--- src/rtl/vx_data_port_arb.sv ---
// Per-bank data-store port arbiter: fill / core-write / core-read onto one single-port line RAM,
// read data returned through a 2-entry response buffer. Optional perf counters: DATA_ARB_PERF_EN.
module vx_data_port_arb #(
  parameter int CACHE_LINE_SIZE = 16,
  parameter int LINE_ADDR_WIDTH = 26,
  parameter int TAG_WIDTH       = 8,
  parameter int STARVE_LIMIT    = 4
) (
  input  logic                         clk,
  input  logic                         reset,

  input  logic                         fill_valid,
  input  logic [LINE_ADDR_WIDTH-1:0]   fill_addr,
  input  logic [8*CACHE_LINE_SIZE-1:0] fill_data,
  output logic                         fill_ready,

  input  logic                         cwr_valid,
  input  logic [LINE_ADDR_WIDTH-1:0]   cwr_addr,
  input  logic [CACHE_LINE_SIZE-1:0]   cwr_byteen,
  input  logic [8*CACHE_LINE_SIZE-1:0] cwr_data,
  output logic                         cwr_ready,

  input  logic                         crd_valid,
  input  logic [LINE_ADDR_WIDTH-1:0]   crd_addr,
  input  logic [TAG_WIDTH-1:0]         crd_tag,
  output logic                         crd_ready,

  output logic [LINE_ADDR_WIDTH-1:0]   ram_addr,
  output logic                         ram_readen,
  output logic                         ram_writeen,
  output logic                         ram_is_fill,
  output logic [CACHE_LINE_SIZE-1:0]   ram_byteen,
  output logic [8*CACHE_LINE_SIZE-1:0] ram_wdata,
  input  logic [8*CACHE_LINE_SIZE-1:0] ram_rdata,

  output logic                         rsp_valid,
  output logic [8*CACHE_LINE_SIZE-1:0] rsp_data,
  output logic [TAG_WIDTH-1:0]         rsp_tag,
  input  logic                         rsp_ready
`ifdef DATA_ARB_PERF_EN
  ,
  output logic [31:0]                  perf_fill_cycles,
  output logic [31:0]                  perf_core_stall_cycles,
  output logic [31:0]                  perf_rsp_stall_cycles
`endif
);

  localparam int LW = 8*CACHE_LINE_SIZE;
  localparam int TW = TAG_WIDTH;

  typedef struct packed {
    logic [LW-1:0] data;
    logic [TW-1:0] tag;
  } rsp_t;

  // arbitration state
  logic [3:0]    starve_cnt;
  logic          rr_is_wr;
  // read pipe and response buffer
  logic          rd_vld_q;
  logic [TW-1:0] rd_tag_q;
  rsp_t          buf_q [2];
  logic          head_q;
  logic [1:0]    cnt_q;

  logic core_valid, starve_hit, rd_ok, pick_rd, pick_wr;
  logic gnt_fill, gnt_cwr, gnt_crd;
  logic bypass, push, pop;
  rsp_t head_ent;

  // Read grants reserve a buffer slot up front, so the buffer can never overflow.
  always_comb begin
    core_valid = cwr_valid | crd_valid;
    starve_hit = (starve_cnt == 4'(STARVE_LIMIT));
    rd_ok      = crd_valid && (({1'b0, cnt_q} + {2'b00, rd_vld_q}) < 3'd2);
    pick_rd    = rd_ok && (!cwr_valid || !rr_is_wr);
    pick_wr    = cwr_valid && !pick_rd;
    gnt_fill   = 1'b0;
    gnt_cwr    = 1'b0;
    gnt_crd    = 1'b0;
    if (reset) begin
      if (fill_valid && !starve_hit) gnt_fill = 1'b1;
      else if (pick_rd)              gnt_crd  = 1'b1;
      else if (pick_wr)              gnt_cwr  = 1'b1;
      else if (fill_valid)           gnt_fill = 1'b1;
    end
  end

  assign fill_ready  = gnt_fill;
  assign cwr_ready   = gnt_cwr;
  assign crd_ready   = gnt_crd;

  assign ram_readen  = gnt_crd;
  assign ram_writeen = gnt_fill | gnt_cwr;
  assign ram_is_fill = gnt_fill;
  assign ram_addr    = gnt_fill ? fill_addr : (gnt_cwr ? cwr_addr : crd_addr);
  assign ram_byteen  = gnt_fill ? {CACHE_LINE_SIZE{1'b1}} : cwr_byteen;
  assign ram_wdata   = gnt_fill ? fill_data : cwr_data;

  // Empty buffer: present the RAM read directly so a read costs one cycle.
  always_comb begin
    head_ent  = buf_q[head_q];
    bypass    = (cnt_q == 2'd0);
    rsp_valid = reset && (bypass ? rd_vld_q : 1'b1);
    rsp_data  = bypass ? ram_rdata : head_ent.data;
    rsp_tag   = bypass ? rd_tag_q  : head_ent.tag;
    push      = rd_vld_q && !(bypass && rsp_ready);
    pop       = !bypass && rsp_ready;
  end

  always_ff @(posedge clk or negedge reset) begin
    if (!reset) begin
      starve_cnt <= 4'd0;
      rr_is_wr   <= 1'b0;
      rd_vld_q   <= 1'b0;
      head_q     <= 1'b0;
      cnt_q      <= 2'd0;
    end else begin
      if (gnt_cwr || gnt_crd || !core_valid)
        starve_cnt <= 4'd0;
      else if (gnt_fill && !starve_hit)
        starve_cnt <= starve_cnt + 4'd1;

      if (gnt_crd)      rr_is_wr <= 1'b1;
      else if (gnt_cwr) rr_is_wr <= 1'b0;

      rd_vld_q <= gnt_crd;
      if (pop) head_q <= ~head_q;
      cnt_q <= cnt_q + {1'b0, push} - {1'b0, pop};
    end
  end

  // Payload storage needs no reset; occupancy is tracked by cnt_q.
  always_ff @(posedge clk) begin
    if (gnt_crd) rd_tag_q <= crd_tag;
    if (push)    buf_q[head_q ^ cnt_q[0]] <= '{data: ram_rdata, tag: rd_tag_q};
  end

`ifdef DATA_ARB_PERF_EN
  always_ff @(posedge clk or negedge reset) begin
    if (!reset) begin
      perf_fill_cycles       <= 32'd0;
      perf_core_stall_cycles <= 32'd0;
      perf_rsp_stall_cycles  <= 32'd0;
    end else begin
      if (gnt_fill)                             perf_fill_cycles       <= perf_fill_cycles + 32'd1;
      if (core_valid && !(gnt_cwr || gnt_crd))  perf_core_stall_cycles <= perf_core_stall_cycles + 32'd1;
      if (rsp_valid && !rsp_ready)              perf_rsp_stall_cycles  <= perf_rsp_stall_cycles + 32'd1;
    end
  end
`endif

endmodule

--- config.mk ---
export PLATFORM = sky130hd
export DESIGN_NAME = vx_data_port_arb
export DESIGN_NICKNAME = d
export VERILOG_FILES = /design/src/rtl/vx_data_port_arb.sv
export SDC_FILE = /design/constraint.sdc
export NUM_CORES = 1
export LEC_CHECK = 0
export CAP_MARGIN = 0
export CORE_AREA = 3 3 315 317
export CTS_CLUSTER_DIAMETER = 100
export CTS_CLUSTER_SIZE = 28
export DETAILED_ROUTE_END_ITERATION = 7
export DIE_AREA = 0 0 318 320
export DONT_BUFFER_PORTS = 1
export PLACE_DENSITY = 0.32
export SLEW_MARGIN = 30
export SYNTH_ARGS = -nofsm -noshare
export SYNTH_HDL_FRONTEND = slang
export SYNTH_SLANG_ARGS = --single-unit
--- constraint.sdc ---
create_clock -name clk -period 8.1 [get_ports clk]
set_input_delay 1.62 -clock clk [delete_from_list [all_inputs] [get_ports clk]]
set_output_delay 1.62 -clock clk [all_outputs]
set_load 0.02 [all_outputs]
; ---- Yosys cells after proc, flatten, opt, wreduce, memory -nomap -nowiden
; Memories as Yosys holds them, arrays and structs flattened.
; Cells that the tools add are included.
[word_totals]
inputBits = 492
ff_bits = 17
wordCells = 64
output_inout_bits = 313
mem_count = 1
ramBits = 272
[classes]
n_bitwise = 4
n_reduce_logical = 22
add_sub_neg = 4
eq_ne = 1
n_mux = 25
n_lt_le_gt_ge = 1
[mem_list]
columns = memory, words, width, rd, rd_ports_with_merged_regs, write_ports, line_no
row1 = buf_q, 2, 136, 1, 0, 1, 62  ; rsp_t buf_q [2];
[op_table]
columns = cell, count
row1 = 128-bit 2-to-1 mux, 2
row2 = 26-bit 2-to-1 mux, 2
row3 = 1-bit 2-to-1 mux, 17
row4 = 16-bit 2-to-1 mux, 1
row5 = 1-bit logical AND, 9
row6 = 4-bit 2-to-1 mux, 2
row7 = 8-bit 2-to-1 mux, 1
row8 = 1-bit logical NOT, 7
row9 = 4-bit by 1-bit adder with 4-bit output (second input constant), 1
row10 = 4-bit by 3-bit equality test with 1-bit output (second input constant), 1
row11 = 2-bit nonzero test, 2
row12 = 2-bit by 1-bit adder with 3-bit output, 1
row13 = 1-bit logical OR, 3
row14 = 3-bit by 2-bit < comparator with 1-bit output (second input constant), 1
row15 = 2-bit by 1-bit adder with 2-bit output, 1
row16 = 2-bit logical NOT, 1
row17 = 1-bit bitwise OR, 2
row18 = 2-bit by 1-bit subtractor with 2-bit output, 1
row19 = 1-bit inverter, 1
row20 = 1-bit bitwise XOR, 1

; ---- Longest topological paths before layout
[logic_depth]
ltp_word = 13
mapped_depth = 12
mapped_depth_nobuf = 8

; ---- Worst setup path before layout
; Ideal clock, no wire load.
[synth_timing]
path_type = input to register
start = input rsp_ready
end = memory buf_q[0][0] (netlist name), enable pin
cell_stages = 3
setup_slack_ps = 53
arrival_ps = 7414
path_buffers = 0
required_time_ps = 7467
path_cell_list = nand2_1 nand2_1 nor2_1
[synth_between]
elab_chain_cells = 5
[synth_rtl]
columns = element, line_no
row1 = start: declaration, 39  ; input logic rsp_ready
row2 = 1-bit logical AND, 107  ; push = rd_vld_q && !(bypass && rsp_ready);
row3 = 1-bit logical NOT, 107
row4 = 1-bit logical AND, 107
row5 = 1-bit 2-to-1 mux, 136  ; if (push) buf_q[head_q ^ cnt_q[0]] <= '{data: ram_rdata, tag: rd_tag_q};
row6 = 1-bit 2-to-1 mux (implied by the code), 136
row7 = end: declaration, 62
; No other way between the ends.

; ---- Worst setup path in the final report
[layout_timing]
start = input crd_valid
end = output ram_wdata[87]
[layout_between]
elab_chain_cells = 9
[layout_rtl]
columns = element, line_no
row1 = start: declaration, 23  ; input logic crd_valid,
row2 = 1-bit logical AND *, 75  ; rd_ok = crd_valid && (({1'b0, cnt_q} + {2'b00, rd_vld_q}) < 3'd2);
row3 = 1-bit logical AND *, 76  ; pick_rd = rd_ok && (!cwr_valid || !rr_is_wr);
row4 = 1-bit logical NOT, 77  ; pick_wr = cwr_valid && !pick_rd;
row5 = 1-bit logical AND, 77
row6 = 1-bit 2-to-1 mux, 84  ; else if (pick_wr) gnt_cwr = 1'b1;
row7 = 1-bit 2-to-1 mux *, 83  ; else if (pick_rd) gnt_crd = 1'b1;
row8 = 1-bit 2-to-1 mux *, 82  ; if (fill_valid && !starve_hit) gnt_fill = 1'b1;
row9 = 1-bit 2-to-1 mux *, 81  ; if (reset) begin
row10 = 128-bit 2-to-1 mux *, 98  ; assign ram_wdata = gnt_fill ? fill_data : cwr_data;
row11 = end: declaration, 33  ; output logic [8*CACHE_LINE_SIZE-1:0] ram_wdata,
; Every way passes the cells marked *; elsewhere a longest branch is shown, timed or not.

==> impl_metrics.yaml <==
clock_network:
  clk_latency_ns: 0.56
  path_clk_slew_ns: 0.08
  cts.sinks: 289
  postCtsSetupBuffers: 0
  htree_levels: 1
  cts_buffers: 20
  clockRootBuffer: "clkbuf_16"
  tritoncts: "done"
  ctsHoldBuffers: 0
  clock_path_buffers: 3
  cts-resized-gates: 0
routing:
  drtIter0Drc: 832
  avgRoutedWirePerCell_um: 35.88
  ant_nets: 0
  vias_per_cell: 4.030
  vias: 9653
  dr.pass1.iters: 5
  finalWirelength_um: 85940
  drc_errors: 0
placement:
  post-place-ws_ns: 2.337
  io_buffer_count: 0
  dp_hpwl_um: 71770
  gp_congestion: 1.209
  dpl_cell_area_um2: 15630
floorplanning:
  die_y_um: 320
  coreArea_um2: 96570
  initial_core_util: 0.1466
  die_x_um: 318
  ios: 805
  rows: 114
  die_area_um2: 101800
synth:
  syn_nets: 1579
  ys_ff_latch: 289
  synthCells: 1083
  yosys_warnings: 0
  syn-mean-instance-area_um2: 13.07
  synth.yosys.seq_area_share: 0.6099
  yosys.cell_types.count: 37
  synth.cell_area_um2: 14150
worst_setup_path:
  crit_fanout: 121
  required_ns: 6.48
  end_kind: "output port"
  crit_type: "in2out"
  worstPathArrival_ns: 4.27
  startpoint_type: "primary input"
sta:
  fin_skew_ns: 0.05057
  timing.final.ws_setup_ns: 2.210
  timing_hold_violations_final: 0
  setup_violations: 0
  fin_crit_sh: 0.7271
  fmax_mhz: 169.8
  finalSetupTns_ns: 0
  period_minus_slack_ns: 5.890
  slew_headroom: 0.3002
  worst_pin_slew_ns: 1.039
  rsz0062_at_grt: "no"
  finalMaxSlewViolations: 0
finish:
  final_layout_size_suffix_gt1_frac: 0.1848
  ff_latch_area_um2: 8637
  nets: 1537
  multiInputGateArea_um2: 5135
  final_area_um2: 16520
  num-fill-cells: 10530
  syn_to_final_growth_pct: 16.72
pwr:
  p_per_area_nw_per_um2: 315.3
  p_total_mw: 5.209
  p_leak_nw: 5.300
  ir_drop_v: 0.0002042
global_routing:
  grt_max_degree: 122
  grt-ovfl-total: 0
  antenna_found_initial: 107
  grtUsageTotal: 0.1586
  grt_pass1_vias: 8765
  grt_pass1_wl_um: 105400
worst_hold_path:
  hold_class: "reg2reg"
flow_run:
  cap_violations: 0
run_status:
  status: "completed"
==> placed cells by master (no fill, tap or decap), drive strengths merged <==
| cell | count |
|---|---|
| a211o | 1 |
| a21o | 1 |
| a21oi | 28 |
| a311oi | 1 |
| a31oi | 26 |
| a41oi | 1 |
| and2 | 2 |
| and3 | 2 |
| and3b | 1 |
| buf | 21 |
| bufinv | 2 |
| clkbuf | 21 |
| clkinv | 5 |
| dfrtp | 9 |
| diode | 64 |
| edfxtp | 280 |
| ha | 4 |
| inv | 13 |
| mux2 | 128 |
| mux2i | 136 |
| nand2 | 144 |
| nand2b | 16 |
| nand3 | 28 |
| nor2 | 7 |
| nor2b | 1 |
| nor3b | 1 |
| o211a | 1 |
| o211ai | 1 |
| o21a | 1 |
| o21ai | 164 |
| o22ai | 1 |
| or2 | 2 |
| xnor2 | 4 |
| xor2 | 2 |
==> sequential cells by signal, indices dropped and copies added (netlist names) <==
name        cells
cnt_q           2
rd_vld_q        1
buf_q         272
rd_tag_q        8
starve_cnt      4
rr_is_wr        1
head_q          1
==> cell type report <==
class / count / share of cell area
flip-flops and latches: 289 / 0.5228
multi-input cells: 704 / 0.3108
well taps: 1276 / 0.09663
clock buffers: 21 / 0.03052
repair buffers: 21 / 0.01469
clock inverters: 15 / 0.01378
diodes: 64 / 0.009693
inverters: 5 / 0.001136
==> metal layers <==
metal | vias up | wire length [um] | track usage
li1 | 4046 | - | -
met1 | 4744 | 35830 | 0.1954
met2 | 671 | 34830 | 0.2177
met3 | 164 | 11940 | 0.1110
met4 | 28 | 2865 | 0.04868
met5 | - | 477 | 0
==> synth_stat cells <==
library cell / n / area [um^2]
and3_1: 2 / 12.51
buf_6: 9 / 101.4
a41oi_1: 1 / 8.760
clkbuf_1: 54 / 202.7
buf_2: 14 / 70.07
o211a_1: 1 / 10.01
o21ai_0: 164 / 820.8
and2_1: 1 / 6.260
a311oi_1: 1 / 8.760
ha_1: 4 / 50.05
or2_2: 1 / 6.260
dfrtp_1: 9 / 225.2
nand3_1: 28 / 140.1
nor3b_1: 1 / 7.510
o22ai_1: 1 / 6.260
o21a_1: 1 / 7.510
and3b_1: 1 / 8.760
mux2i_1: 136 / 1361
nand2_1: 144 / 540.5
xnor2_1: 4 / 35.03
a21oi_1: 28 / 140.1
a31oi_1: 26 / 162.7
mux2_2: 94 / 1059
and2_4: 1 / 8.760
nor2b_1: 1 / 6.260
edfxtp_1: 280 / 8408
mux2_4: 34 / 510.5
buf_4: 2 / 15.01
nand2b_1: 16 / 100.1
xor2_1: 2 / 17.52
a211o_1: 1 / 8.760
o211ai_1: 1 / 7.510
inv_1: 5 / 18.77
buf_1: 6 / 22.52
nor2_1: 7 / 26.28
or2_1: 1 / 6.260
a21o_1: 1 / 7.510
==> logic make-up after synthesis <==
logic type               after synthesis  share of synthesized area
flip-flops                           289                     0.6099
adder cells (fa/ha/maj)                4                   0.003536
XOR/XNOR                               6                   0.003713
buffers and inverters                 90                    0.03041
AND/OR/NAND/NOR                      204                    0.06144
multiplexers                         264                     0.2070
AO/OA/AOI/OAI                        226                    0.08398
==> critical path: stages <==
cell and delay [ns]:
nor2b_1 0.26, a211o_1 0.18, buf_4 0.29, and2_4 0.63, buf_12 0.46, mux2_2 0.49
==> worst paths after layout <==
path	from	end	slack, ns	cells after the start
max	crd_valid	ram_wdata[87]	2.21	6
min	rr_is_wr	rr_is_wr	0.49	1
max reg2reg	head_q	buf_q[1][8]	4.38	4
min reg2reg	rr_is_wr	rr_is_wr	0.49	1
max in group asynchronous	reset	starve_cnt[0]	7.22	0
min in group asynchronous	reset	rd_vld_q	0.74	0
==> report_power, final <==
part,total [mW],leakage (nW),internal (mW),switching (mW)
clock network,1.17,0.360,0.561,0.605
registers,1.81,2.64,1.75,0.0666
logic,2.23,2.30,0.530,1.70
total,5.21,5.30,2.84,2.37
==> per-stage QoR <==
| step | hold WS [ns] | cells | util |
|---|---|---|---|
| finish | 0.4919 | 2395 | 0.1711 |
| floorplan | 0.4449 | 1083 | - |
| global route | 0.5151 | 2346 | 0.1698 |
| CTS | 0.4915 | 2331 | 0.1694 |
| detailed placement | 0.4740 | 2295 | 0.1618 |
| global placement | 0.4724 | 2293 | 0.1610 |
No activity file was read; power rests on OpenSTA's default activity.
